==> config.mk <==
export PLATFORM = sky130hd
export DESIGN_NAME = muldiv_sequencer
export DESIGN_NICKNAME = d
export VERILOG_FILES = /design/src/rtl/muldiv_sequencer.sv
export SDC_FILE = /design/constraint.sdc
export NUM_CORES = 1
export LEC_CHECK = 0
export CORE_MARGIN = 3
export CORE_UTILIZATION = 55
export CTS_CLUSTER_DIAMETER = 50
export CTS_CLUSTER_SIZE = 28
export DETAILED_ROUTE_END_ITERATION = 10
export PLACE_DENSITY = 0.75
export SYNTH_ARGS = -nofsm -noshare
export SYNTH_HDL_FRONTEND = slang
export SYNTH_SLANG_ARGS = --single-unit
export TNS_END_PERCENT = 10
==> constraint.sdc <==
create_clock -name clk -period 6.6 [get_ports clk]
set_clock_uncertainty 0.15 [all_clocks]
set_input_delay 1.32 -clock clk [delete_from_list [all_inputs] [get_ports clk]]
set_output_delay 1.32 -clock clk [all_outputs]
set_load 0.005 [all_outputs]
==> src/rtl/muldiv_sequencer.sv <==
// RV32M multiply/divide sequencer.
// Multiplies by iterative shift-add and divides by iterative restoring division.
// Each normal operation takes 32 CALC cycles.
// Divide-by-zero and signed overflow bypass the iteration and finish after one cycle.
// Operands are converted to magnitudes on acceptance, and the result is sign-corrected on entry to FIN.
module muldiv_sequencer (
    input  logic        clk,
    input  logic        reset,
    input  logic        start,
    input  logic [2:0]  funct3,
    input  logic [31:0] op_a,
    input  logic [31:0] op_b,
    output logic        busy,
    output logic        done,
    output logic [31:0] result
);

    localparam logic [2:0] F3_MUL    = 3'b000;
    localparam logic [2:0] F3_MULH   = 3'b001;
    localparam logic [2:0] F3_MULHSU = 3'b010;
    localparam logic [2:0] F3_MULHU  = 3'b011;
    localparam logic [2:0] F3_DIV    = 3'b100;
    localparam logic [2:0] F3_DIVU   = 3'b101;
    localparam logic [2:0] F3_REM    = 3'b110;
    localparam logic [2:0] F3_REMU   = 3'b111;

    typedef enum logic [1:0] {
        IDLE = 2'b00,
        CALC = 2'b01,
        FIN  = 2'b10
    } state_t;

    // Two's complement negation helpers
    function automatic logic [31:0] neg32(input logic [31:0] v);
        return ~v + 32'd1;
    endfunction

    function automatic logic [63:0] neg64(input logic [63:0] v);
        return ~v + 64'd1;
    endfunction

    state_t      state_r;
    state_t      state_s;
    logic        busy_r;
    logic        done_r;
    logic [31:0] result_r;

    // Operation context latched on acceptance
    logic [2:0]  f3_r;
    logic        a_neg_r;
    logic        b_neg_r;
    logic [31:0] opnd_r;     // multiplier / divisor magnitude
    logic [63:0] acc_r;      // mul: {partial high, multiplicand bits}; div: {remainder, quotient}
    logic [4:0]  cnt_r;

    // Input decode
    logic        signed_a_s;
    logic        signed_b_s;
    logic        a_neg_s;
    logic        b_neg_s;
    logic [31:0] mag_a_s;
    logic [31:0] mag_b_s;
    logic        fast_div0_s;
    logic        fast_ovf_s;
    logic        fast_s;
    logic [31:0] fast_result_s;

    // Iteration and finalisation
    logic [32:0] mul_sum_s;
    logic [63:0] mul_next_s;
    logic [32:0] div_diff_s;
    logic [63:0] div_next_s;
    logic [63:0] acc_next_s;
    logic [63:0] prod_s;
    logic [31:0] quot_s;
    logic [31:0] rem_s;
    logic [31:0] final_result_s;

    assign busy   = busy_r;
    assign done   = done_r;
    assign result = result_r;

    // Decode operand signedness, magnitudes and fast-path cases from the live inputs
    always_comb begin
        signed_a_s    = 1'b0;
        signed_b_s    = 1'b0;
        fast_result_s = 32'd0;
        case (funct3)
            F3_MULH, F3_DIV, F3_REM: begin
                signed_a_s = 1'b1;
                signed_b_s = 1'b1;
            end
            F3_MULHSU: begin
                signed_a_s = 1'b1;
                signed_b_s = 1'b0;
            end
            default: begin
                signed_a_s = 1'b0;
                signed_b_s = 1'b0;
            end
        endcase
        a_neg_s     = signed_a_s & op_a[31];
        b_neg_s     = signed_b_s & op_b[31];
        mag_a_s     = a_neg_s ? neg32(op_a) : op_a;
        mag_b_s     = b_neg_s ? neg32(op_b) : op_b;
        fast_div0_s = funct3[2] & (op_b == 32'd0);
        fast_ovf_s  = funct3[2] & ~funct3[0] & (op_a == 32'h8000_0000) & (op_b == 32'hFFFF_FFFF);
        fast_s      = fast_div0_s | fast_ovf_s;
        case (funct3)
            F3_DIV, F3_DIVU: begin
                if (fast_div0_s) begin
                    fast_result_s = 32'hFFFF_FFFF;
                end else begin
                    fast_result_s = 32'h8000_0000;
                end
            end
            F3_REM, F3_REMU: begin
                if (fast_div0_s) begin
                    fast_result_s = op_a;
                end else begin
                    fast_result_s = 32'd0;
                end
            end
            default: fast_result_s = 32'd0;
        endcase
    end

    // One shift-add or restoring-divide step on the current accumulator
    always_comb begin
        mul_sum_s  = {1'b0, acc_r[63:32]} + (acc_r[0] ? {1'b0, opnd_r} : 33'd0);
        mul_next_s = {mul_sum_s, acc_r[31:1]};
        // A trial value of {rem, next dividend bit} is below 2*divisor, so bit 32 is the borrow
        div_diff_s = {acc_r[63:32], acc_r[31]} - {1'b0, opnd_r};
        if (div_diff_s[32]) begin
            div_next_s = {acc_r[62:0], 1'b0};
        end else begin
            div_next_s = {div_diff_s[31:0], acc_r[30:0], 1'b1};
        end
        if (f3_r[2]) begin
            acc_next_s = div_next_s;
        end else begin
            acc_next_s = mul_next_s;
        end
    end

    // Sign-correct the post-final-step accumulator and select the result
    always_comb begin
        if (a_neg_r ^ b_neg_r) begin
            prod_s = neg64(acc_next_s);
            quot_s = neg32(acc_next_s[31:0]);
        end else begin
            prod_s = acc_next_s;
            quot_s = acc_next_s[31:0];
        end
        if (a_neg_r) begin
            rem_s = neg32(acc_next_s[63:32]);
        end else begin
            rem_s = acc_next_s[63:32];
        end
        case (f3_r)
            F3_MUL:                        final_result_s = prod_s[31:0];
            F3_MULH, F3_MULHSU, F3_MULHU:  final_result_s = prod_s[63:32];
            F3_DIV, F3_DIVU:               final_result_s = quot_s;
            F3_REM, F3_REMU:               final_result_s = rem_s;
            default:                       final_result_s = 32'd0;
        endcase
    end

    // Next-state logic
    always_comb begin
        state_s = state_r;
        case (state_r)
            IDLE: begin
                if (start) begin
                    if (fast_s) begin
                        state_s = FIN;
                    end else begin
                        state_s = CALC;
                    end
                end else begin
                    state_s = IDLE;
                end
            end
            CALC: begin
                if (cnt_r == 5'd31) begin
                    state_s = FIN;
                end else begin
                    state_s = CALC;
                end
            end
            FIN:     state_s = IDLE;
            default: state_s = IDLE;
        endcase
    end

    // State register; busy/done registered from the next state so they align with it
    always_ff @(posedge clk or posedge reset) begin
        if (reset) begin
            state_r <= IDLE;
            busy_r  <= 1'b0;
            done_r  <= 1'b0;
        end else begin
            state_r <= state_s;
            busy_r  <= (state_s == CALC);
            done_r  <= (state_s == FIN);
        end
    end

    // Operation context, iteration datapath and result register
    always_ff @(posedge clk or posedge reset) begin
        if (reset) begin
            f3_r     <= 3'd0;
            a_neg_r  <= 1'b0;
            b_neg_r  <= 1'b0;
            opnd_r   <= 32'd0;
            acc_r    <= 64'd0;
            cnt_r    <= 5'd0;
            result_r <= 32'd0;
        end else begin
            case (state_r)
                IDLE: begin
                    if (start) begin
                        if (fast_s) begin
                            result_r <= fast_result_s;
                        end else begin
                            f3_r    <= funct3;
                            a_neg_r <= a_neg_s;
                            b_neg_r <= b_neg_s;
                            opnd_r  <= mag_b_s;
                            acc_r   <= {32'd0, mag_a_s};
                            cnt_r   <= 5'd0;
                        end
                    end
                end
                CALC: begin
                    acc_r <= acc_next_s;
                    cnt_r <= cnt_r + 5'd1;
                    if (cnt_r == 5'd31) begin
                        result_r <= final_result_s;
                    end
                end
                FIN: begin
                    result_r <= result_r;
                end
                default: begin
                    result_r <= result_r;
                end
            endcase
        end
    end

endmodule

==> metrics.yaml <==
logic_synthesis:
  yosysTopAreaCell: "dfrtp_1"
  ys_types: 97
  synth_seq_area_share_pct: 22.8
  synth.top_cell.area_share_pct: 22.8
  syn_avg_cell_area_um2: 7.37
  synth_area_leaders: "dfrtp_1 (23%), o21ai_0 (5.9%), ha_1 (5.7%), a21oi_1 (5.6%), nand2_1 (5.2%)"
  yosysWarnings: 0
  syn_area_um2: 15600
  synth_flop_cell: "dfrtp_1"
  synth_edf_count: 0
  synth_seq_cells: 142
  syn_inst: 2119
  async_reset_ff_share_pct: 100
  syn_nets: 2262
cells_and_area:
  drive_above_1_share_pct: 6.43
  layout_common_cells: "nand2_1 (217), nor2_1 (209), o21ai_0 (184), a21oi_1 (175), dfrtp_1 (141)"
  mostFrequentLayoutCell: "nand2_1"
  synthToLayoutAreaGrowth_pct: 13.1
  nNetsFinal: 2308
  nFillCells: 2515
critical_path:
  critPathCaptureType: "flop"
  reg2reg_from: "acc_r[0]"
  worst_setup_path_start_kind: "input pin"
  cp_max_fo: 23
  cp_data_arrival_time_ps: 6050
  worst-r2r-setup-slack_ps: 860
  reg2reg_to: "result[25]"
  critPathKind: "in2reg"
  rr_worst_depth: 16
  required_ps: 6790
clocking:
  ctsResizeCount: 0
  cts-hold-fix-buffers: 0
  clock_latency_ps: 460
  cts_tree: "built"
  clockRootBuffer: "clkbuf_16"
  cts_buffers: 17
  post_cts_buffers: 0
  cts-htree-levels: 4
  cts_num_sinks: 142
  clock_path_buffers: 2
  cts.clk_slew.worst_paths_ps: 70
timing:
  fmax_mhz: 171
  slew_headroom_pct: 31.5
  slew_viol_final: 0
  fin_setup_tns_ps: 0
  post-route-period-util_pct: 88.8
  period_needed_ps: 5860
  setup_viol: 0
  hold_viol_final: 0
  rsz0062_at_grt: "no"
  tightest_slew_ps: 1030
route:
  drc_errors: 0
  avgViaCountPerCell: 6.86
  vias: 17500
  dr.pass1.iters: 6
  wl_um: 63500
  drt-initial-drc-count: 2220
  drtAntennaViolNets: 0
  wl_per_cell_um: 24.8
floorplan:
  fp.dieArea_um2: 30500
  die_w_um: 175
  io_pins: 104
  start_util_pct: 56.1
  core_area_um2: 27900
  die_h_um: 175
  rows: 61
hold_path:
  worstHoldPathCells: 2
  min_to: "result[0]"
  hold_start: "result[0]"
  min_path_type: "reg2reg"
grt:
  first_global_vias: 16400
  grt_pass1_wl_um: 96500
  grt_max_degree: 105
  grtUsageTotal_pct: 40.8
  grt-ovfl-total: 0
  antenna_found_initial: 2
run_status:
  status: "finished, final reports clean"
place:
  hpwl_um: 48800
  port_buffers: 103
  gp_congestion: 1.07
run:
  maxCapViolCount: 0
-- stage by stage --
| step | util, % | hold WS (ps) | instances | cell area, µm² | setup WS (ps) |
|---|---|---|---|---|---|
| 6_report | 63.4 | 333 | 2557 | 17700 | 736 |
| 5_1_grt | 63.4 | 369 | 2556 | 17700 | 364 |
| 4_1_cts | 63.4 | 336 | 2556 | 17700 | 860 |
| 3_5_place_dp | 61.2 | 321 | 2524 | 17000 | 454 |
| 3_3_place_gp | 61.2 | 316 | 2524 | 17000 | 550 |
| 2_1_floorplan | - | 313 | 2119 | 15600 | 1320 |
-- final cells by class --
class	count	area, µm²	area share (%)
clock inverters	15	184	1.04
flip-flops and latches	142	3560	20.1
inverters	78	298	1.69
clock buffers	17	425	2.41
multi-input cells	1768	11300	63.8
well taps	378	473	2.68
diodes	1	2.50	0.0142
repair buffers	158	1460	8.25
-- flip-flops by register name, indices dropped and copies added, names as in the netlist --
signal and flops:
acc_r 64, opnd_r 32, result 32, cnt_r 5
f3_r 3, state_r 2, a_neg_r 1, b_neg_r 1
busy 1, done 1
-- synthesized netlist by cell type (18+ instances only) --
library cell    n
nand2_1       217
nor2_1        210
o21ai_0       184
a21oi_1       175
dfrtp_1       142
clkbuf_1       93
xnor2_1        90
xor2_1         80
inv_1          77
ha_1           71
nand3_1        64
and2_1         51
nor3_1         51
a31oi_1        39
mux2i_1        37
a211oi_1       35
nand4_1        35
a21o_1         27
buf_2          27
o22ai_1        27
or3_1          25
a221oi_1       24
nor4_1         23
o31ai_1        20
nand2b_1       18
o211ai_1       18
-- critical path: stages --
cell,delay (ps)
clkdlybuf4s50_1,500
or3_1,440
or3_1,400
nor4_1,300
nand2b_1,150
or3_1,390
nor4_1,580
a21oi_1,140
or3b_1,380
a21o_1,250
inv_2,320
buf_4,340
o221ai_1,190
o32a_1,360
-- cell families (layout without fill, tap and decap cells) --
| family | after synthesis | after routing | share of synthesized area, % |
|---|---|---|---|
| other cells | 0 | 1 | 0 |
| mux | 45 | 45 | 2.95 |
| fa+ha+maj | 73 | 73 | 5.95 |
| simple gates | 780 | 780 | 24.3 |
| buf+inv | 209 | 268 | 5.34 |
| flops | 142 | 142 | 22.8 |
| xor+xnor | 171 | 171 | 9.64 |
| compound gates | 699 | 699 | 29.1 |
-- worst max-delay path by stage --
stage	start	to	cells after the start
after floorplan	reset	a_neg_r	1
after global placement	op_b[19]	result[21]	14
after detailed placement	op_b[19]	result[21]	14
after CTS	op_b[19]	result[21]	14
after global routing	op_b[19]	result[11]	15
final	op_b[19]	result[13]	14
-- layer usage --
metal,part of all wire (%),up-vias,global-route usage [%]
met3,13,192,14.1
li1,-,7894,-
met2,42,1115,59.9
met1,40,8332,54.5
met4,4.5,2,17.5
met5,0.16,-,2.56
Power is not shown: default switching activity piles up to over one toggle a cycle in this logic, so the estimate is an artifact.
